**src/rtl/key_search_pkg.sv**
```systemverilog
`default_nettype none
// +----------------------------------------------------------------------------+
// | Package     : key_search_pkg                                               |
// | Description : Shared types and default widths for the RC4 key-search       |
// |               scheduler: key type, scheduler state encoding, defaults for  |
// |               key width and last searched key.                             |
// | Revision    : 1.0 - initial release                                        |
// +----------------------------------------------------------------------------+
package key_search_pkg;

   localparam int unsigned            c_KEY_WIDTH = 24;
   localparam logic [c_KEY_WIDTH-1:0] c_KEY_LIMIT = 24'h3FFFFF;

   typedef logic [c_KEY_WIDTH-1:0] key_t;

   typedef enum logic [2:0] {
      IDLE      = 3'd0,
      DISPATCH  = 3'd1,
      DRAIN     = 3'd2,
      FOUND     = 3'd3,
      EXHAUSTED = 3'd4
   } sched_state_t;

endpackage : key_search_pkg
`default_nettype wire

```
**src/rtl/key_search_scheduler_rr_grant.sv**
```systemverilog
`default_nettype none
// +----------------------------------------------------------------------------+
// | Module      : rr_grant                                                     |
// | Description : Combinational round-robin picker. Scans the request vector   |
// |               starting at ptr and grants the first requester (one-hot).    |
// | Ports       : req       in  NUM_REQ  requesting (idle) cores               |
// |               ptr       in  PTR_W    index scanned first                   |
// |               grant     out NUM_REQ  one-hot grant, zero when no request   |
// |               grant_idx out PTR_W    index of the granted requester        |
// |               grant_vld out 1        some requester was granted            |
// | Revision    : 1.0 - initial release                                        |
// +----------------------------------------------------------------------------+
module rr_grant #(
   parameter  int unsigned NUM_REQ = 4,
   localparam int unsigned PTR_W   = (NUM_REQ > 1) ? $clog2(NUM_REQ) : 1
) (
   input  logic [NUM_REQ-1:0] req,
   input  logic [PTR_W-1:0]   ptr,
   output logic [NUM_REQ-1:0] grant,
   output logic [PTR_W-1:0]   grant_idx,
   output logic               grant_vld
);

   logic [PTR_W-1:0] w_idx;

   always_comb begin
      grant     = '0;
      grant_idx = '0;
      grant_vld = 1'b0;
      w_idx     = '0;
      // Visit requesters in rotated order ptr, ptr+1, ...; the first hit wins.
      for (int unsigned k = 0; k < NUM_REQ; k++) begin
         w_idx = PTR_W'((32'(ptr) + k) % NUM_REQ);
         if (!grant_vld && req[w_idx]) begin
            grant[w_idx] = 1'b1;
            grant_idx    = w_idx;
            grant_vld    = 1'b1;
         end
      end
   end

endmodule : rr_grant
`default_nettype wire

```
**src/rtl/key_search_scheduler.sv**
```systemverilog
`default_nettype none
// +----------------------------------------------------------------------------+
// | Module      : key_search_scheduler                                         |
// | Description : Hands fixed-size RC4 key chunks to NUM_CORES decrypt cores,  |
// |               stops every core on the first hit, latches the winning key   |
// |               and flags exhaustion of the key range.                       |
// | Ports       : clock, reset (sync, active-high), start (pulse)              |
// |               busy / found / exhausted status, found_key, found_core       |
// |               core_start, core_key_lo, core_key_hi, core_abort -> cores    |
// |               core_done, core_hit, core_hit_key               <- cores     |
// | Revision    : 1.0 - initial release                                        |
// +----------------------------------------------------------------------------+
module key_search_scheduler
   import key_search_pkg::*;
#(
   parameter  int unsigned          NUM_CORES  = 4,
   parameter  int unsigned          KEY_WIDTH  = c_KEY_WIDTH,
   parameter  logic [KEY_WIDTH-1:0] KEY_LIMIT  = c_KEY_LIMIT,
   parameter  int unsigned          CHUNK_LOG2 = 16,
   localparam int unsigned          IDX_W      = (NUM_CORES > 1) ? $clog2(NUM_CORES) : 1
) (
   input  logic                           clock,
   input  logic                           reset,
   input  logic                           start,
   output logic                           busy,
   output logic                           found,
   output logic                           exhausted,
   output logic [KEY_WIDTH-1:0]           found_key,
   output logic [IDX_W-1:0]               found_core,
   output logic [NUM_CORES-1:0]           core_start,
   output logic [NUM_CORES*KEY_WIDTH-1:0] core_key_lo,
   output logic [NUM_CORES*KEY_WIDTH-1:0] core_key_hi,
   output logic                           core_abort,
   input  logic [NUM_CORES-1:0]           core_done,
   input  logic [NUM_CORES-1:0]           core_hit,
   input  logic [NUM_CORES*KEY_WIDTH-1:0] core_hit_key
);

   // next_key carries one extra bit so stepping past the top of the key space
   // never wraps back to zero.
   localparam logic [KEY_WIDTH:0] ONE        = {{KEY_WIDTH{1'b0}}, 1'b1};
   localparam logic [KEY_WIDTH:0] CHUNK_SIZE = ONE << CHUNK_LOG2;
   localparam logic [KEY_WIDTH:0] CHUNK_LAST = CHUNK_SIZE - ONE;
   localparam logic [KEY_WIDTH:0] LIMIT_EXT  = {1'b0, KEY_LIMIT};

   sched_state_t                state_q, state_d;
   logic [KEY_WIDTH:0]          next_key_q, next_key_d;
   logic [NUM_CORES-1:0]        assigned_q, assigned_d;
   logic [IDX_W-1:0]            ptr_q, ptr_d;
   logic [KEY_WIDTH-1:0]        found_key_q, found_key_d;
   logic [IDX_W-1:0]            found_core_q, found_core_d;
   logic [NUM_CORES-1:0]        core_start_q, core_start_d;
   logic [KEY_WIDTH-1:0]        key_lo_q [NUM_CORES];
   logic [KEY_WIDTH-1:0]        key_lo_d [NUM_CORES];
   logic [KEY_WIDTH-1:0]        key_hi_q [NUM_CORES];
   logic [KEY_WIDTH-1:0]        key_hi_d [NUM_CORES];

   logic [KEY_WIDTH-1:0]        w_hit_key [NUM_CORES];
   logic [NUM_CORES-1:0]        w_hit_vec;
   logic [IDX_W-1:0]            w_hit_idx;
   logic [KEY_WIDTH-1:0]        w_hit_key_sel;
   logic [NUM_CORES-1:0]        w_grant;
   logic [IDX_W-1:0]            w_grant_idx;
   logic                        w_grant_vld;
   logic                        w_keys_left;
   logic [KEY_WIDTH:0]          w_chunk_end;
   logic [KEY_WIDTH-1:0]        w_chunk_hi;

   for (genvar i = 0; i < NUM_CORES; i++) begin : g_core_if
      assign core_key_lo[i*KEY_WIDTH +: KEY_WIDTH] = key_lo_q[i];
      assign core_key_hi[i*KEY_WIDTH +: KEY_WIDTH] = key_hi_q[i];
      assign w_hit_key[i] = core_hit_key[i*KEY_WIDTH +: KEY_WIDTH];
   end

   // Only unassigned cores may be granted; a core finishing this cycle is
   // still marked assigned here, so it becomes grantable one edge later.
   rr_grant #(
      .NUM_REQ   (NUM_CORES)
   ) u_rr_grant (
      .req       (~assigned_q),
      .ptr       (ptr_q),
      .grant     (w_grant),
      .grant_idx (w_grant_idx),
      .grant_vld (w_grant_vld)
   );

   assign w_hit_vec   = core_done & core_hit;
   assign w_keys_left = (next_key_q <= LIMIT_EXT);
   assign w_chunk_end = next_key_q + CHUNK_LAST;
   // The chunk that straddles the limit is cut short at the limit.
   assign w_chunk_hi  = (w_chunk_end > LIMIT_EXT) ? KEY_LIMIT : w_chunk_end[KEY_WIDTH-1:0];

   // Lowest-index hit wins when several cores report a hit together.
   always_comb begin
      w_hit_idx     = '0;
      w_hit_key_sel = '0;
      for (int i = int'(NUM_CORES) - 1; i >= 0; i--) begin
         if (w_hit_vec[i]) begin
            w_hit_idx     = IDX_W'(i);
            w_hit_key_sel = w_hit_key[i];
         end
      end
   end

   always_comb begin
      state_d      = state_q;
      next_key_d   = next_key_q;
      assigned_d   = assigned_q & ~core_done;
      ptr_d        = ptr_q;
      found_key_d  = found_key_q;
      found_core_d = found_core_q;
      core_start_d = '0;
      key_lo_d     = key_lo_q;
      key_hi_d     = key_hi_q;

      case (state_q)
         IDLE, FOUND, EXHAUSTED: begin
            if (start) begin
               state_d      = DISPATCH;
               next_key_d   = '0;
               found_key_d  = '0;
               found_core_d = '0;
            end
         end
         DISPATCH: begin
            if (|w_hit_vec) begin
               found_key_d  = w_hit_key_sel;
               found_core_d = w_hit_idx;
               state_d      = DRAIN;
            end else if (w_keys_left && w_grant_vld) begin
               core_start_d = w_grant;
               assigned_d   = assigned_d | w_grant;
               next_key_d   = next_key_q + CHUNK_SIZE;
               ptr_d        = (w_grant_idx == IDX_W'(NUM_CORES - 1)) ? '0 : w_grant_idx + 1'b1;
               for (int unsigned i = 0; i < NUM_CORES; i++) begin
                  if (w_grant[i]) begin
                     key_lo_d[i] = next_key_q[KEY_WIDTH-1:0];
                     key_hi_d[i] = w_chunk_hi;
                  end
               end
            end else if (!w_keys_left && (assigned_q == '0)) begin
               state_d = EXHAUSTED;
            end
         end
         DRAIN: begin
            if (assigned_q == '0) begin
               state_d = FOUND;
            end
         end
         default: state_d = IDLE;
      endcase
   end

   always_ff @(posedge clock) begin
      if (reset) begin
         state_q      <= IDLE;
         next_key_q   <= '0;
         assigned_q   <= '0;
         ptr_q        <= '0;
         found_key_q  <= '0;
         found_core_q <= '0;
         core_start_q <= '0;
         for (int unsigned i = 0; i < NUM_CORES; i++) begin
            key_lo_q[i] <= '0;
            key_hi_q[i] <= '0;
         end
      end else begin
         state_q      <= state_d;
         next_key_q   <= next_key_d;
         assigned_q   <= assigned_d;
         ptr_q        <= ptr_d;
         found_key_q  <= found_key_d;
         found_core_q <= found_core_d;
         core_start_q <= core_start_d;
         key_lo_q     <= key_lo_d;
         key_hi_q     <= key_hi_d;
      end
   end

   assign busy       = (state_q == DISPATCH) || (state_q == DRAIN);
   assign core_abort = (state_q == DRAIN);
   assign found      = (state_q == FOUND);
   assign exhausted  = (state_q == EXHAUSTED);
   assign found_key  = found ? found_key_q  : '0;
   assign found_core = found ? found_core_q : '0;
   assign core_start = core_start_q;

endmodule : key_search_scheduler
`default_nettype wire
```
**config.mk**
```make
export PLATFORM = sky130hd
export DESIGN_NAME = key_search_scheduler
export DESIGN_NICKNAME = d
export VERILOG_FILES = /design/src/rtl/key_search_pkg.sv /design/src/rtl/key_search_scheduler_rr_grant.sv /design/src/rtl/key_search_scheduler.sv
export SDC_FILE = /design/constraint.sdc
export NUM_CORES = 1
export LEC_CHECK = 0
export BUFFER_PORTS_ARGS = -buffer_cell sky130_fd_sc_hd__buf_2
export CORE_MARGIN = 5
export CORE_UTILIZATION = 40
export CTS_CLUSTER_DIAMETER = 200
export DETAILED_ROUTE_END_ITERATION = 7
export GPL_ROUTABILITY_DRIVEN = 0
export PLACE_DENSITY = 0.72
export REMOVE_ABC_BUFFERS = 1
export SETUP_SLACK_MARGIN = 0.4
export SYNTH_ARGS = -nofsm -noshare
export SYNTH_HDL_FRONTEND = slang
export SYNTH_SLANG_ARGS = --single-unit
```
**constraint.sdc**
```tcl
create_clock -name clock -period 6.31 [get_ports clock]
set_input_delay 1.262 -clock clock [delete_from_list [all_inputs] [get_ports clock]]
set_output_delay 1.262 -clock clock [all_outputs]
set_load 0.01 [all_outputs]
```
# [After elaboration in Yosys (flattened, before gate mapping)]
# Cells that the tools add are included.
[word_totals] reg_bits=256 in_bits=107
[op_classes] muxes=59 bitwise_logic=11 reduce_logical=28 order_cmp=10 addsub=6 eq_ne=12
[ops] cell="$mux W24" n=8
[ops] cell="$mux W25" n=3
[ops] cell="$pmux W25 S2" n=1
[ops] cell="$pmux W24 S2" n=1
[ops] cell="$mux W4" n=7
[ops] cell="$add A25 B16 Y25 const B" n=1
[ops] cell="$add A25 B17 Y25 const B" n=1
[ops] cell="$gt A25 B22 Y1 const B" n=1
[ops] cell="$le A25 B22 Y1 const B" n=1
[ops] cell="$mux W2" n=12
[ops] cell="$reduce_and A4 Y1" n=6
[ops] cell="$or A4 B4 Y4" n=4
[ops] cell="$mux W3" n=5
[ops] cell="$lt A2 B3 Y1 const B" n=4
[ops] cell="$mux W1" n=12
[ops] cell="$logic_and A1 B1 Y1" n=9
[ops] cell="$pmux W3 S3" n=1
[ops] cell="$and A4 B4 Y4" n=2
[ops] cell="$bmux W1 S2" n=4
[ops] cell="$demux W1 S2" n=4
[ops] cell="$ge A2 B1 Y1 const B" n=4
[ops] cell="$ne A2 B2 Y1 const B" n=4
[ops] cell="$not A4 Y4" n=2
[ops] cell="$reduce_or A7 Y1" n=1
[ops] cell="other kinds (18)" n=28

# [Depth between registers and ports, before layout]
# Gate-level depths: netlist of the first run.
[logic_depth] word_depth=17 depth_mapped=12

# [Cells and area by module]
# From an unflattened synthesis of the first run, not the netlist that was laid out.
[hier_totals] hier_cells=701 area_unflattened_um2=6253.5
[by_module_without_submodules] mod="key_search_scheduler" cells_per_inst=656 instances=1 area_per_inst_um2=5830.6
[by_module_without_submodules] mod="rr_grant" cells_per_inst=45 instances=1 area_per_inst_um2=422.9

# [Least setup slack after synthesis of the first run]
# Ideal clock, no wire load.
[synth_path] path_type="register to register" startpoint="reg ptr_q[0]" endpoint="reg key_hi_q (netlist bit core_key_hi[43])" synth_period_minus_slack_ns=2.694 t_required_ns=6.224 path_stages_with_launch=12 path_buffers=3 path_slack_ns=3.616 setup_ns=0.086 t_arrival_ns=2.609 cell_sequence="dfxtp_1 buf_6 inv_1 ha_1 buf_2 mux2_2 mux2i_1 a32oi_1 a21oi_2 buf_6 nor2_2 a211oi_1"
[synth_via] elab_chain_len=14 word_cells_on_any_way=50 cone_classes="3 x add/sub; 8 x order compare; 24 x mux; 3 x bitwise; 12 x reduce/logical"
[synth_lines] element="from (decl)" line="key_search_scheduler.sv:49" rtl="logic [IDX_W-1:0] ptr_q, ptr_d;"
[synth_lines] element="from (signal assigned)" line="key_search_scheduler.sv:171" rtl="ptr_q <= ptr_d;"
[synth_lines] element="parallel branches: the longest is 13 deep, another holds $lt A2 B3 Y1"
[synth_lines] element="$reduce_and A4 Y1 (no source line) (*)"
[synth_lines] element="to (signal assigned)" line="key_search_scheduler.sv:176" rtl="key_hi_q <= key_hi_d;"
[synth_lines] element="to (decl)" line="key_search_scheduler.sv:55" rtl="logic [KEY_WIDTH-1:0] key_hi_q [NUM_CORES];"
# Every way passes the cells marked *. The select of a mux whose other input is x is not followed.
# A chain may end at the register's enable or synchronous reset.

# [Worst setup path in the final report of the first run]
[layout_path] startpoint="reg ptr_q[0]" endpoint="reg key_hi_q (netlist bit core_key_hi[47])"
# Same word-level chain as after synthesis.

==> results of run 1 <==
==> cell families after synthesis <==
family | count (synthesis)
adders and majority gates | 5
other | 1
and+or+nand+nor | 205
DFF | 116
buffers and inverters | 186
muxes | 15
AOI/OAI and AO/OA | 194
xor gates and xnor gates | 1
==> sequential cells by signal, summed over array words and instances, names as in the netlist <==
signal	count
found_core_q	2
core_start	4
state_q	3
assigned_q	4
ptr_q	2
core_key_hi	36
core_key_lo	32
next_key_q	9
found_key_q	24
==> critical path, delay by kind of cell, from the launching register on <==
kind / cells / cell delay [ns]
flip-flops: 1 / 0.70
AO/OA/AOI/OAI: 2 / 0.46
buffers and inverters: 2 / 0.56
multiplexers: 2 / 0.71
AND/OR/NAND/NOR: 2 / 0.31
adder cells (fa/ha/maj): 1 / 0.61
==> per-layer routing <==
layer | up-vias | GRT usage | wire length [um]
li1 | 2736 | - | -
met1 | 2539 | 0.219 | 7220
met2 | 255 | 0.308 | 8490
met3 | 15 | 0.0576 | 1660
met4 | 0 | 0.0627 | 222
met5 | - | 0 | 0
==> through the flow <==
stage | setup slack (ns) | hold WS (ns)
after floorplan | 2.93 | 0.445
after global placement | 2.61 | 0.438
after detailed placement | 2.60 | 0.439
after CTS | 2.84 | 0.458
after global routing | 2.48 | 0.468
final | 2.82 | 0.451
==> Yosys cell counts, types with 11 or more instances <==
cell type | number | area share
nor2_2 | 24 | 0.024
clkbuf_1 | 32 | 0.019
dfxtp_1 | 116 | 0.37
buf_4 | 128 | 0.15
inv_1 | 13 | 0.0077
and2_1 | 46 | 0.046
o21ai_0 | 11 | 0.0087
o21a_1 | 28 | 0.033
a21oi_1 | 51 | 0.040
o221ai_1 | 24 | 0.033
a211oi_1 | 28 | 0.033
nor2_1 | 83 | 0.049
a221oi_1 | 26 | 0.036
==> layout make-up <==
type,instances,area (sq um)
clock inverters,13,149
well taps,216,270
clock buffers,19,443
fillers,1548,8030
multi-input cells,484,3000
repair buffers,275,1390
inverters,13,48.8
flip-flops and latches,116,2320
==> power by group <==
| group | internal, mW | switching [mW] |
|---|---|---|
| combinational | 0.194 | 0.307 |
| clock | 0.596 | 0.355 |
| sequential | 0.789 | 0.0492 |
==> how the worst min path moves through the flow <==
stage	start	end	slack [ns]	cells after the start
global route	core_key_hi[95]$_SDFFE_PP0P_	core_key_hi[95]$_SDFFE_PP0P_	0.47	1
CTS	core_key_lo[46]$_SDFFE_PP0P_	core_key_lo[46]$_SDFFE_PP0P_	0.46	1
floorplan	next_key_q[23]$_SDFFE_PP0P_	next_key_q[23]$_SDFFE_PP0P_	0.45	1
detailed placement	core_key_hi[94]$_SDFFE_PP0P_	core_key_hi[94]$_SDFFE_PP0P_	0.44	1
global placement	core_key_hi[71]$_SDFFE_PP0P_	core_key_hi[71]$_SDFFE_PP0P_	0.44	1
finish	core_key_lo[70]$_SDFFE_PP0P_	core_key_lo[70]$_SDFFE_PP0P_	0.45	1
==> summary.md, run 1 <==
| Metric | Value |
|---|---|
| Status | `finished, final reports clean` |
| Total Nets Final | `1019` |
| Root Buffer | `clkbuf_16` |
| Starting utilization of the core area | `0.403` |
| Num rows | `46` |
| Count of final hold-check violations | `0` |
| Via count of the first global-routing pass | `5184` |
| Post-synthesis cell area | `6310 sq um` |
| Achievable frequency | `287 MHz` |
| Mapped Cells | `723` |
| Number of placed cells counting well taps | `1104` |
| Stage delay of the slowest cell on the critical path | `0.70 ns` |
| Pins over their slew limit | `0` |
| Via density | `4.88` |
| TritonCTS Buffers | `17` |
| Post-CTS Setup Inserts | `0` |
| Worst vdd rail ir drop | `0.000186 V` |
| Layout-stage area growth over the synthesis result | `20.9%` |
| Setup slack, reg-to-reg | `2.82 ns` |
| Initial antenna violation count | `0` |
| Cell chain of the critical path | `inv_1 > ha_1 > mux2_2 > mux2i_1 > a32oi_1 > a21oi_2 > buf_4 > nor2_1 > and2_1` |
| Clock tree from TritonCTS | `built` |
| Class of the most critical hold timing path | `flop to flop` |
| Setup crit start | `ptr_q[0]$_SDFFE_PP0P_` |
| Wire length per cell | `15.5 um` |
| Violation count after the first detailed-route iteration | `231` |
| Launching point of the worst reg2reg path | `ptr_q[0]$_SDFFE_PP0P_` |
| Synth Area in Compound Gates | `0.218` |
| Number of iterations in the first detailed-routing pass | `4` |
| Final worst path period need | `3.49 ns` |
| Capture point of the worst path | `core_key_hi[47]$_SDFFE_PP0P_` |
| CTS Buffer Depth | `2` |
| Final clock period utilization by the worst path | `0.553` |
| Average footprint of a synthesized cell | `8.72 sq um` |
| Number of distinct standard cells referenced by the synthesized netlist | `56` |
| Critical path data arrival time | `3.79 ns` |
| Share of the core filled with cells in the final layout | `0.487` |
| Xor/xnor cell area share of the yosys netlist | `0.00139` |
| Post-DRT Antenna Nets | `0` |
| Floorplan core area | `15700 sq um` |
| Half-perimeter wire length after placement | `13200 um` |
| WL final | `17600 um` |
| Max FO, Critical Path | `23` |
| Power density over the cells | `300 nW/um^2` |
| Total placed instance area | `7030 sq um` |
| Library cell contributing the largest single delay on the critical path | `dfxtp_1` |
| Critical path launch point type | `flop` |
| Post-synth EDFFs | `0` |
| Number of failing setup endpoints in the final timing report | `0` |
| Async S/R FF share, synth | `0` |
| Die outline height | `136 um` |
| Total number of yosys warnings | `0` |
| Total routing resource utilization after global routing | `0.182` |
| Total number of H-tree levels | `4` |
| Worst Path Class, Setup | `flop to flop` |
| Sum of negative setup slack | `0 ns` |
| Width of the die | `136 um` |
| Remaining routing DRC violations | `0` |
| Top-level port count | `333` |
| Worst EP required | `6.61 ns` |
| Port Buf Inserts | `268` |
| Number of max-capacitance violations reported | `0` |
| Full die area | `18400 sq um` |
| Most frequent cells in the layout | `buf_2 (268), dfxtp_1 (116), nor2_1 (81)` |
| Total Power Consumption | `2.29 mW` |
| Final non-filler cell area | `7620 sq um` |
| Max-Slew Margin vs Limit | `0.276` |
| Adder and majority gate portion of the synthesized area | `0.00992` |
| Non-filler cells, final | `1136` |
| RSZ-0062 raised after global routing | `no` |
| Post-CTS Hold Fix Bufs | `0` |
| Clock-pin transition on the worst setup and hold timing paths | `0.06 ns` |
| TritonCTS sink count | `116` |
| Worst Reg2Reg Path Length in Cells | `9` |
| Worst clock skew on the final layout | `0.00747 ns` |
| Synth Area in Simple Gates | `0.175` |
| Post-CTS sizing | `0` |
| Most common library cell in the layout ignoring fill and taps | `buf_2` |
| Flip-flop cell with the highest count after synthesis | `dfxtp_1` |
| Insertion delay to the later sink of the worst-skew pair | `0.41 ns` |
| GR Overflow Total | `0` |
| Diodes inserted | `0` |
| Endpoint kind of the worst setup timing path | `flop` |
| Global-route wire length before repair | `26600 um` |
| Register bit count reported by yosys | `116` |
| Worst Max-Slew Pin Slew | `1.08 ns` |
| Pin count of the biggest net entering global routing | `48` |
| Routed vias | `5545` |
| Proportion of layout cells with a drive suffix above 1 | `0.375` |
| Worst reg2reg endpoint | `core_key_hi[47]$_SDFFE_PP0P_` |
| Leakage Power | `3.61 nW` |
| Fraction of synthesized area in multiplexers | `0.0329` |
| Combinational family with the most area after synthesis | `compound AO/OA/AOI/OAI gates` |
| Sequential-to-total area share from yosys stat | `0.368` |
No activity file was read; power rests on OpenSTA's default activity.
==> inputs of run 2 (changes only) <==
--- a/config.mk
+++ b/config.mk
@@ -11,7 +11,7 @@
 export CTS_CLUSTER_DIAMETER = 200
 export DETAILED_ROUTE_END_ITERATION = 7
 export GPL_ROUTABILITY_DRIVEN = 0
-export PLACE_DENSITY = 0.72
+export PLACE_DENSITY = 0.75
 export REMOVE_ABC_BUFFERS = 1
 export SETUP_SLACK_MARGIN = 0.4
 export SYNTH_ARGS = -nofsm -noshare
==> constraint.sdc (replaced) <==
create_clock -name clock -period 3.18 [get_ports clock]
set_input_delay 0.636 -clock clock [delete_from_list [all_inputs] [get_ports clock]]
set_output_delay 0.636 -clock clock [all_outputs]
set_load 0.01 [all_outputs]
==> run 2 against run 1 <==
Worst setup slack worse by 2.3 ns. Utilization up 1.0 points. Cell count rose by 1.2%. Largest cell class unchanged.
==> summary.md, run 2 (synthesis results as in run 1) <==
| Metric | Value |
|---|---|
| Worst Path Class, Setup | `flop to flop` |
| Worst EP required | `3.48 ns (-3.13 ns)` |
| Port Buf Inserts | `268 (unchanged)` |
| Number of iterations in the first detailed-routing pass | `6 (+2)` |
| Top-level port count | `333 (unchanged)` |
| Half-perimeter wire length after placement | `13400 um (+1.9%)` |
| Remaining routing DRC violations | `0 (unchanged)` |
| Violation count after the first detailed-route iteration | `302 (+31%)` |
| Class of the most critical hold timing path | `flop to flop` |
| Library cell contributing the largest single delay on the critical path | `ha_2` |
| Width of the die | `136 um (unchanged)` |
| Post-CTS Hold Fix Bufs | `0 (unchanged)` |
| Critical path data arrival time | `2.93 ns (-0.86 ns)` |
| Total Power Consumption | `4.64 mW (+100%)` |
| Clock tree from TritonCTS | `built` |
| Insertion delay to the later sink of the worst-skew pair | `0.41 ns (about the same)` |
| Num rows | `46 (unchanged)` |
| Pins over their slew limit | `0 (unchanged)` |
| Cell chain of the critical path | `inv_1 > ha_2 > mux2_2 > mux2i_2 > a32oi_1 > a21oi_2 > buf_6 > nor2_1 > and2_1` |
| Initial antenna violation count | `0 (unchanged)` |
| Worst vdd rail ir drop | `0.000453 V (+140%)` |
| Layout-stage area growth over the synthesis result | `23.4%` |
| TritonCTS sink count | `116 (unchanged)` |
| WL final | `18200 um (+3.5%)` |
| Achievable frequency | `380 MHz (+33%)` |
| Number of max-capacitance violations reported | `0 (unchanged)` |
| Total routing resource utilization after global routing | `0.182 (-0.000724)` |
| Clock-pin transition on the worst setup and hold timing paths | `0.05 ns (about the same)` |
| Number of placed cells counting well taps | `1114 (+0.91%)` |
| Max FO, Critical Path | `24 (+4.3%)` |
| Wire length per cell | `15.8 um (+2.2%)` |
| Stage delay of the slowest cell on the critical path | `0.49 ns (-0.21 ns)` |
| Total number of H-tree levels | `4 (unchanged)` |
| Total Nets Final | `1033 (+1.4%)` |
| Via density | `4.94 (+1.2%)` |
| TritonCTS Buffers | `17 (unchanged)` |
| CTS Buffer Depth | `2 (unchanged)` |
| Critical path launch point type | `flop` |
| Status | `finished, final reports clean` |
| Most frequent cells in the layout | `buf_2 (268), dfxtp_1 (116), nor2_1 (81)` |
| Starting utilization of the core area | `0.403 (unchanged)` |
| Combined buffer and inverter count along the critical path | `2 (unchanged)` |
| Proportion of layout cells with a drive suffix above 1 | `0.382 (+0.00723)` |
| Root Buffer | `clkbuf_16` |
| Sum of negative setup slack | `0 ns (unchanged)` |
| Final worst path period need | `2.63 ns (-0.856 ns)` |
| Most common library cell in the layout ignoring fill and taps | `buf_2` |
| Routed vias | `5681 (+2.5%)` |
| Full die area | `18400 sq um (unchanged)` |
| Kind of cell adding the most delay to the critical path | `multiplexers` |
| Flip-flop count of the largest register, all copies and words added | `36 (unchanged)` |
| RSZ-0062 raised after global routing | `no` |
| Global-route wire length before repair | `27000 um (+1.6%)` |
| Die outline height | `136 um (unchanged)` |
| Diodes inserted | `0 (unchanged)` |
| Hold Path Stages | `1 (unchanged)` |
| Stages on the worst setup path | `9 (unchanged)` |
| Final clock period utilization by the worst path | `0.828 (+0.275)` |
| Floorplan core area | `15700 sq um (unchanged)` |
| Setup WS pre-CTS | `0.415 ns (-2.19 ns)` |
| GR Overflow Total | `0 (unchanged)` |
| Worst Reg2Reg Path Length in Cells | `9 (unchanged)` |
| Count of final hold-check violations | `0 (unchanged)` |
| Worst Hold Slack | `0.453 ns (+0.00267 ns)` |
| Leakage Power | `3.72 nW (+3.0%)` |
| Power density over the cells | `596 nW/um^2 (+99%)` |
| Pin count of the biggest net entering global routing | `56 (+17%)` |
| Worst clock skew on the final layout | `0.00971 ns (+0.00224 ns)` |
| Max-Slew Margin vs Limit | `0.310 (+0.0344)` |
| Post-DRT Antenna Nets | `0 (unchanged)` |
| Non-filler cells, final | `1150 (+1.2%)` |
| Via count of the first global-routing pass | `5261 (+1.5%)` |
| Worst Max-Slew Pin Slew | `1.03 ns (-0.0505 ns)` |
| Number of failing setup endpoints in the final timing report | `0 (unchanged)` |
| Endpoint kind of the worst setup timing path | `flop` |
| Final worst setup slack | `0.547 ns (-2.27 ns)` |
run 2: changes by cell type in the layout (fill, tap and decap cells not counted), sizes merged:
cell | before | now
clkinvlp | 6 | 1
clkinv | 1 | 4
inv | 17 | 14
bufinv | 2 | 3
buf | 275 | 288
mux4 | 4 | 5
clkbuf | 19 | 23
run 2: power breakdown:
group          switching (mW)  total (mW)  leakage (nW)  internal, mW
registers              0.0850        1.65         0.938          1.57
clock network           0.640        1.91         0.291          1.27
logic                   0.661        1.08          2.49         0.421
total                    1.39        4.64          3.72          3.26
run 2: area by class of cell:
class / count / area [sq um]
multi-input cells: 485 / 3030
clock buffers: 23 / 468
well taps: 216 / 270
flip-flops and latches: 116 / 2320
repair buffers: 288 / 1520
inverters: 13 / 48.8
fillers: 1534 / 7870
clock inverters: 9 / 126
run 2: metal layers:
| metal | vias up | share of wire | global-route usage |
|---|---|---|---|
| li1 | 2764 | - | - |
| met1 | 2609 | 0.40 | 0.216 |
| met2 | 289 | 0.49 | 0.315 |
| met3 | 19 | 0.092 | 0.0498 |
| met4 | 0 | 0.013 | 0.0638 |
| met5 | - | 0 | 0 |
run 2: stage by stage:
stage / area [sq um] / util
floorplan: 5360 / -
global placement: 7120 / 0.455
detailed placement: 7120 / 0.455
CTS: 7720 / 0.493
global route: 7780 / 0.497
finish: 7780 / 0.497
run 2: path summary, 6_finish.rpt:
path | from | end | slack (ns)
worst min register to register | core_key_lo[23]$_SDFFE_PP0P_ | core_key_lo[23]$_SDFFE_PP0P_ | 0.45
worst min-delay path | core_key_lo[23]$_SDFFE_PP0P_ | core_key_lo[23]$_SDFFE_PP0P_ | 0.45
worst max-delay path | ptr_q[1]$_SDFFE_PP0P_ | core_key_lo[71]$_SDFFE_PP0P_ | 0.55
worst max register to register | ptr_q[1]$_SDFFE_PP0P_ | core_key_lo[71]$_SDFFE_PP0P_ | 0.55
run 2: what timing repair did:
action | 4_1_cts | 5_1_grt
gates resized for setup | 1 | 5
endpoints found under the setup margin | 15 | 68
endpoints found under the hold margin | 0 | 0
setup buffers | 0 | 3
cloned | 0 | 1
run 2: worst register-to-register path: cells and delay by family, from the launching register on:
kind            cells  cell delay [ns]
mux                 2             0.68
fa+ha+maj           1             0.49
compound gates      2             0.39
buf+inv             2             0.35
flops               1             0.32
simple gates        2             0.30
==> inputs of run 3 (changes only) <==
==> constraint.sdc (replaced) <==
create_clock -name clock -period 2.2 [get_ports clock]
set_input_delay 0.44 -clock clock [delete_from_list [all_inputs] [get_ports clock]]
set_output_delay 0.44 -clock clock [all_outputs]
set_load 0.01 [all_outputs]
==> run 3 against run 2 <==
The flow now finishes with violations (negative setup slack). Clock skew decreased by 0.0040 ns. Wire length up 11%. Total power rose by 56%. Worst hold slack worse by 0.076 ns. Clock power rose by 41%. Cell area grew 15%. Die area is the same. Worst setup slack got worse by 0.64 ns. Non-clock buffer count is 59 higher. Critical path depth did not move. Critical endpoint is now ptr_q[1]$_SDFFE_PP0P_.
==> summary.md, run 3 (synthesis results as in run 1) <==
| Metric | Value |
|---|---|
| Status | `complete, but fails checks` |
| Failing checks | `negative setup slack` |
| Post-DRT Antenna Nets | `0 (unchanged)` |
| Clock-pin transition on the worst setup and hold timing paths | `0.06 ns (about the same)` |
| Routed vias | `6013 (+5.8%)` |
| Number of iterations in the first detailed-routing pass | `4 (-2)` |
| Worst EP required | `2.50 ns (-0.98 ns)` |
| Power density over the cells | `814 nW/um^2 (+36%)` |
| Floorplan core area | `15700 sq um (unchanged)` |
| Width of the die | `136 um (unchanged)` |
| Part of the total power dissipated in sequential elements | `0.329 (-0.027)` |
| Via count of the first global-routing pass | `5746 (+9.2%)` |
| Cell chain of the critical path | `inv_2 > ha_4 > mux4_2 > buf_12 > nor2b_1 > o21a_1 > a31oi_2 > nor3b_2 > a221o_1` |
| Half-perimeter wire length after placement | `14100 um (+5.3%)` |
| Global-route wire length before repair | `29500 um (+9.2%)` |
| Flip-flop count of the largest register, all copies and words added | `36 (unchanged)` |
| CTS Buffer Depth | `2 (unchanged)` |
| Launching point of the worst reg2reg path | `ptr_q[0]$_SDFFE_PP0P_` |
| Worst Path Class, Setup | `flop to flop` |
| Number of placed cells counting well taps | `1150 (+3.2%)` |
| Most frequent cells in the layout | `buf_2 (239), dfxtp_1 (110), nor2_1 (77)` |
| Insertion delay to the later sink of the worst-skew pair | `0.42 ns (about the same)` |
| Final non-filler cell area | `8930 sq um (+15%)` |
| Num rows | `46 (unchanged)` |
| Pin count of the biggest net entering global routing | `29 (-48%)` |
| Top-level port count | `333 (unchanged)` |
| Non-filler cells, final | `1208 (+5.0%)` |
| Switching power share of the total | `0.319 (+0.0203)` |
| Number of failing setup endpoints in the final timing report | `61 (+61)` |
| Achievable frequency | `437 MHz (+15%)` |
| TritonCTS Buffers | `17 (unchanged)` |
| Critical path launch point type | `flop` |
| Hold Path Stages | `4 (+3)` |
| Final worst setup slack | `-0.0898 ns (-0.637 ns)` |
| Root Buffer | `clkbuf_16` |
| Endpoint kind of the worst setup timing path | `flop` |
| Class of the most critical hold timing path | `input pin to flop` |
| GR Overflow Total | `0 (unchanged)` |
| Initial antenna violation count | `0 (unchanged)` |
| Port Buf Inserts | `268 (unchanged)` |
| Clock tree from TritonCTS | `built` |
| Total area of sequential cells | `2340 sq um (+0.65%)` |
| Violation count after the first detailed-route iteration | `406 (+34%)` |
| Die outline height | `136 um (unchanged)` |
| Net load switching power | `2.32 mW (+67%)` |
| Starting utilization of the core area | `0.403 (unchanged)` |
| Library cell contributing the largest single delay on the critical path | `a221o_1` |
| Setup slack, reg-to-reg | `-0.09 ns (-0.64 ns)` |
| Via density | `4.98 (+0.76%)` |
| Number of filler instances in the final layout | `1410 (-8.1%)` |
| Remaining routing DRC violations | `0 (unchanged)` |
| Max FO, Critical Path | `11 (-54%)` |
| Worst vdd rail ir drop | `0.000574 V (+27%)` |
| Kind of cell adding the most delay to the critical path | `compound AO/OA/AOI/OAI gates` |
| Critical path data arrival time | `2.59 ns (-0.34 ns)` |
| Worst Reg2Reg Path Length in Cells | `9 (unchanged)` |
| Total placed instance area | `7430 sq um (+4.3%)` |
| Pins over their slew limit | `0 (unchanged)` |
| Internal Dissipation | `4.95 mW (+52%)` |
| Worst hold endpoint | `assigned_q[0]$_SDFF_PP0_` |
| TritonCTS sink count | `116 (unchanged)` |
| Max-Slew Margin vs Limit | `0.527 (+0.217)` |
| Worst Max-Slew Pin Slew | `0.706 ns (-0.328 ns)` |
| Most common library cell in the layout ignoring fill and taps | `buf_2` |
| Wire length per cell | `16.7 um (+5.6%)` |
| Total number of H-tree levels | `4 (unchanged)` |
| Proportion of layout cells with a drive suffix above 1 | `0.503 (+0.121)` |
| Setup crit start | `ptr_q[0]$_SDFFE_PP0P_` |
| Count of final hold-check violations | `0 (unchanged)` |
| Fraction of power consumed by combinational cells | `0.300 (+0.067)` |
| Total Nets Final | `1091 (+5.6%)` |
| Combined buffer and inverter count along the critical path | `2 (unchanged)` |
| Number of max-capacitance violations reported | `0 (unchanged)` |
| Total routing resource utilization after global routing | `0.203 (+0.0215)` |
| Final worst path period need | `2.29 ns (-0.343 ns)` |
| RSZ-0062 raised after global routing | `yes` |
| Share of the core filled with cells in the final layout | `0.570 (+0.0730)` |
| Full die area | `18400 sq um (unchanged)` |
| WL final | `20200 um (+11%)` |
| Worst clock skew on the final layout | `0.00572 ns (-0.00398 ns)` |
| Worst reg2reg endpoint | `ptr_q[1]$_SDFFE_PP0P_` |
| Sum of negative setup slack | `-1.71 ns (-1.71 ns)` |
| Diodes inserted | `0 (unchanged)` |
| Layout-stage area growth over the synthesis result | `41.5%` |
| Clock power share | `0.371 (-0.040)` |
| Final clock period utilization by the worst path | `1.04 (+0.213)` |
| Worst min-delay path startpoint | `core_done[0]` |
| Stage delay of the slowest cell on the critical path | `0.37 ns (-0.12 ns)` |
| Area of the multi-input gates | `3370 sq um (+11%)` |
| Leakage Power | `4.14 nW (+11%)` |
## run 3: cell count changes in the layout (fill, tap and decap cells not counted), moves of 5 or more
cell,previous run,this run
buf_12,1,6
dfxtp_1,116,110
and2_4,0,27
and2_1,46,19
buf_4,15,49
o21ai_2,0,5
buf_6,4,49
a21oi_2,4,13
a21oi_1,51,39
buf_2,268,239
## run 3: stage by stage
step | hold WS, ns | total power, mW | setup slack, ns
2_1_floorplan | 0.445 | 3.36 | -1.02
3_3_place_gp | 0.438 | 4.10 | -0.110
3_5_place_dp | 0.440 | 4.13 | -0.144
4_1_cts | 0.355 | 7.18 | -0.0419
5_1_grt | 0.370 | 7.63 | -0.192
6_report | 0.378 | 7.26 | -0.0898
## run 3: metal layers
metal	track usage	wire length (um)	vias to the layer above
met2	0.364	9990	260
li1	-	-	2886
met4	0.0739	466	0
met1	0.229	8050	2834
met5	0	0	-
met3	0.0576	1690	33
## run 3: area by class of cell
| class | instances | share of cell area |
|---|---|---|
| multi-input combinational | 484 | 0.377 |
| sequential | 116 | 0.262 |
| timing repair buffer | 347 | 0.260 |
| clock buffer | 17 | 0.0477 |
| tap | 216 | 0.0303 |
| clock inverter | 15 | 0.0175 |
| inverter | 13 | 0.00575 |
## run 3: worst max-delay path by stage
stage | end | slack (ns) | cells past startpoint
final | ptr_q[1]$_SDFFE_PP0P_ | -0.09 | 9
after global routing | ptr_q[1]$_SDFFE_PP0P_ | -0.19 | 7
after floorplan | core_key_hi[22]$_SDFFE_PP0P_ | -1.02 | 8
after detailed placement | assigned_q[2]$_SDFF_PP0_ | -0.14 | 10
after CTS | core_key_hi[20]$_SDFFE_PP0P_ | -0.04 | 10
after global placement | assigned_q[2]$_SDFF_PP0_ | -0.11 | 11
## run 3: tightest hold or removal path, cell delays in order
cell and delay [ns]:
buf_2 0.11, inv_1 0.08, a21oi_2 0.06, nor2_1 0.07
## run 3: power by group through the flow
stage                     sequential [mW]  combinational [mW]  clock (mW)
after floorplan                      2.47               0.886           0
after CTS                            2.38                2.04        2.76
final                                2.39                2.18        2.70
after global routing                 2.41                2.37        2.85
after global placement               2.42                1.68           0
after detailed placement             2.43                1.70           0
## run 3: what timing repair did
action | in CTS | in global routing
resized for setup | 130 | 38
setup buffers | 13 | 9
endpoints found under the setup margin | 116 | 158
pin swaps | 26 | 26
gates cloned | 3 | 1
hold buffers | 0 | 0
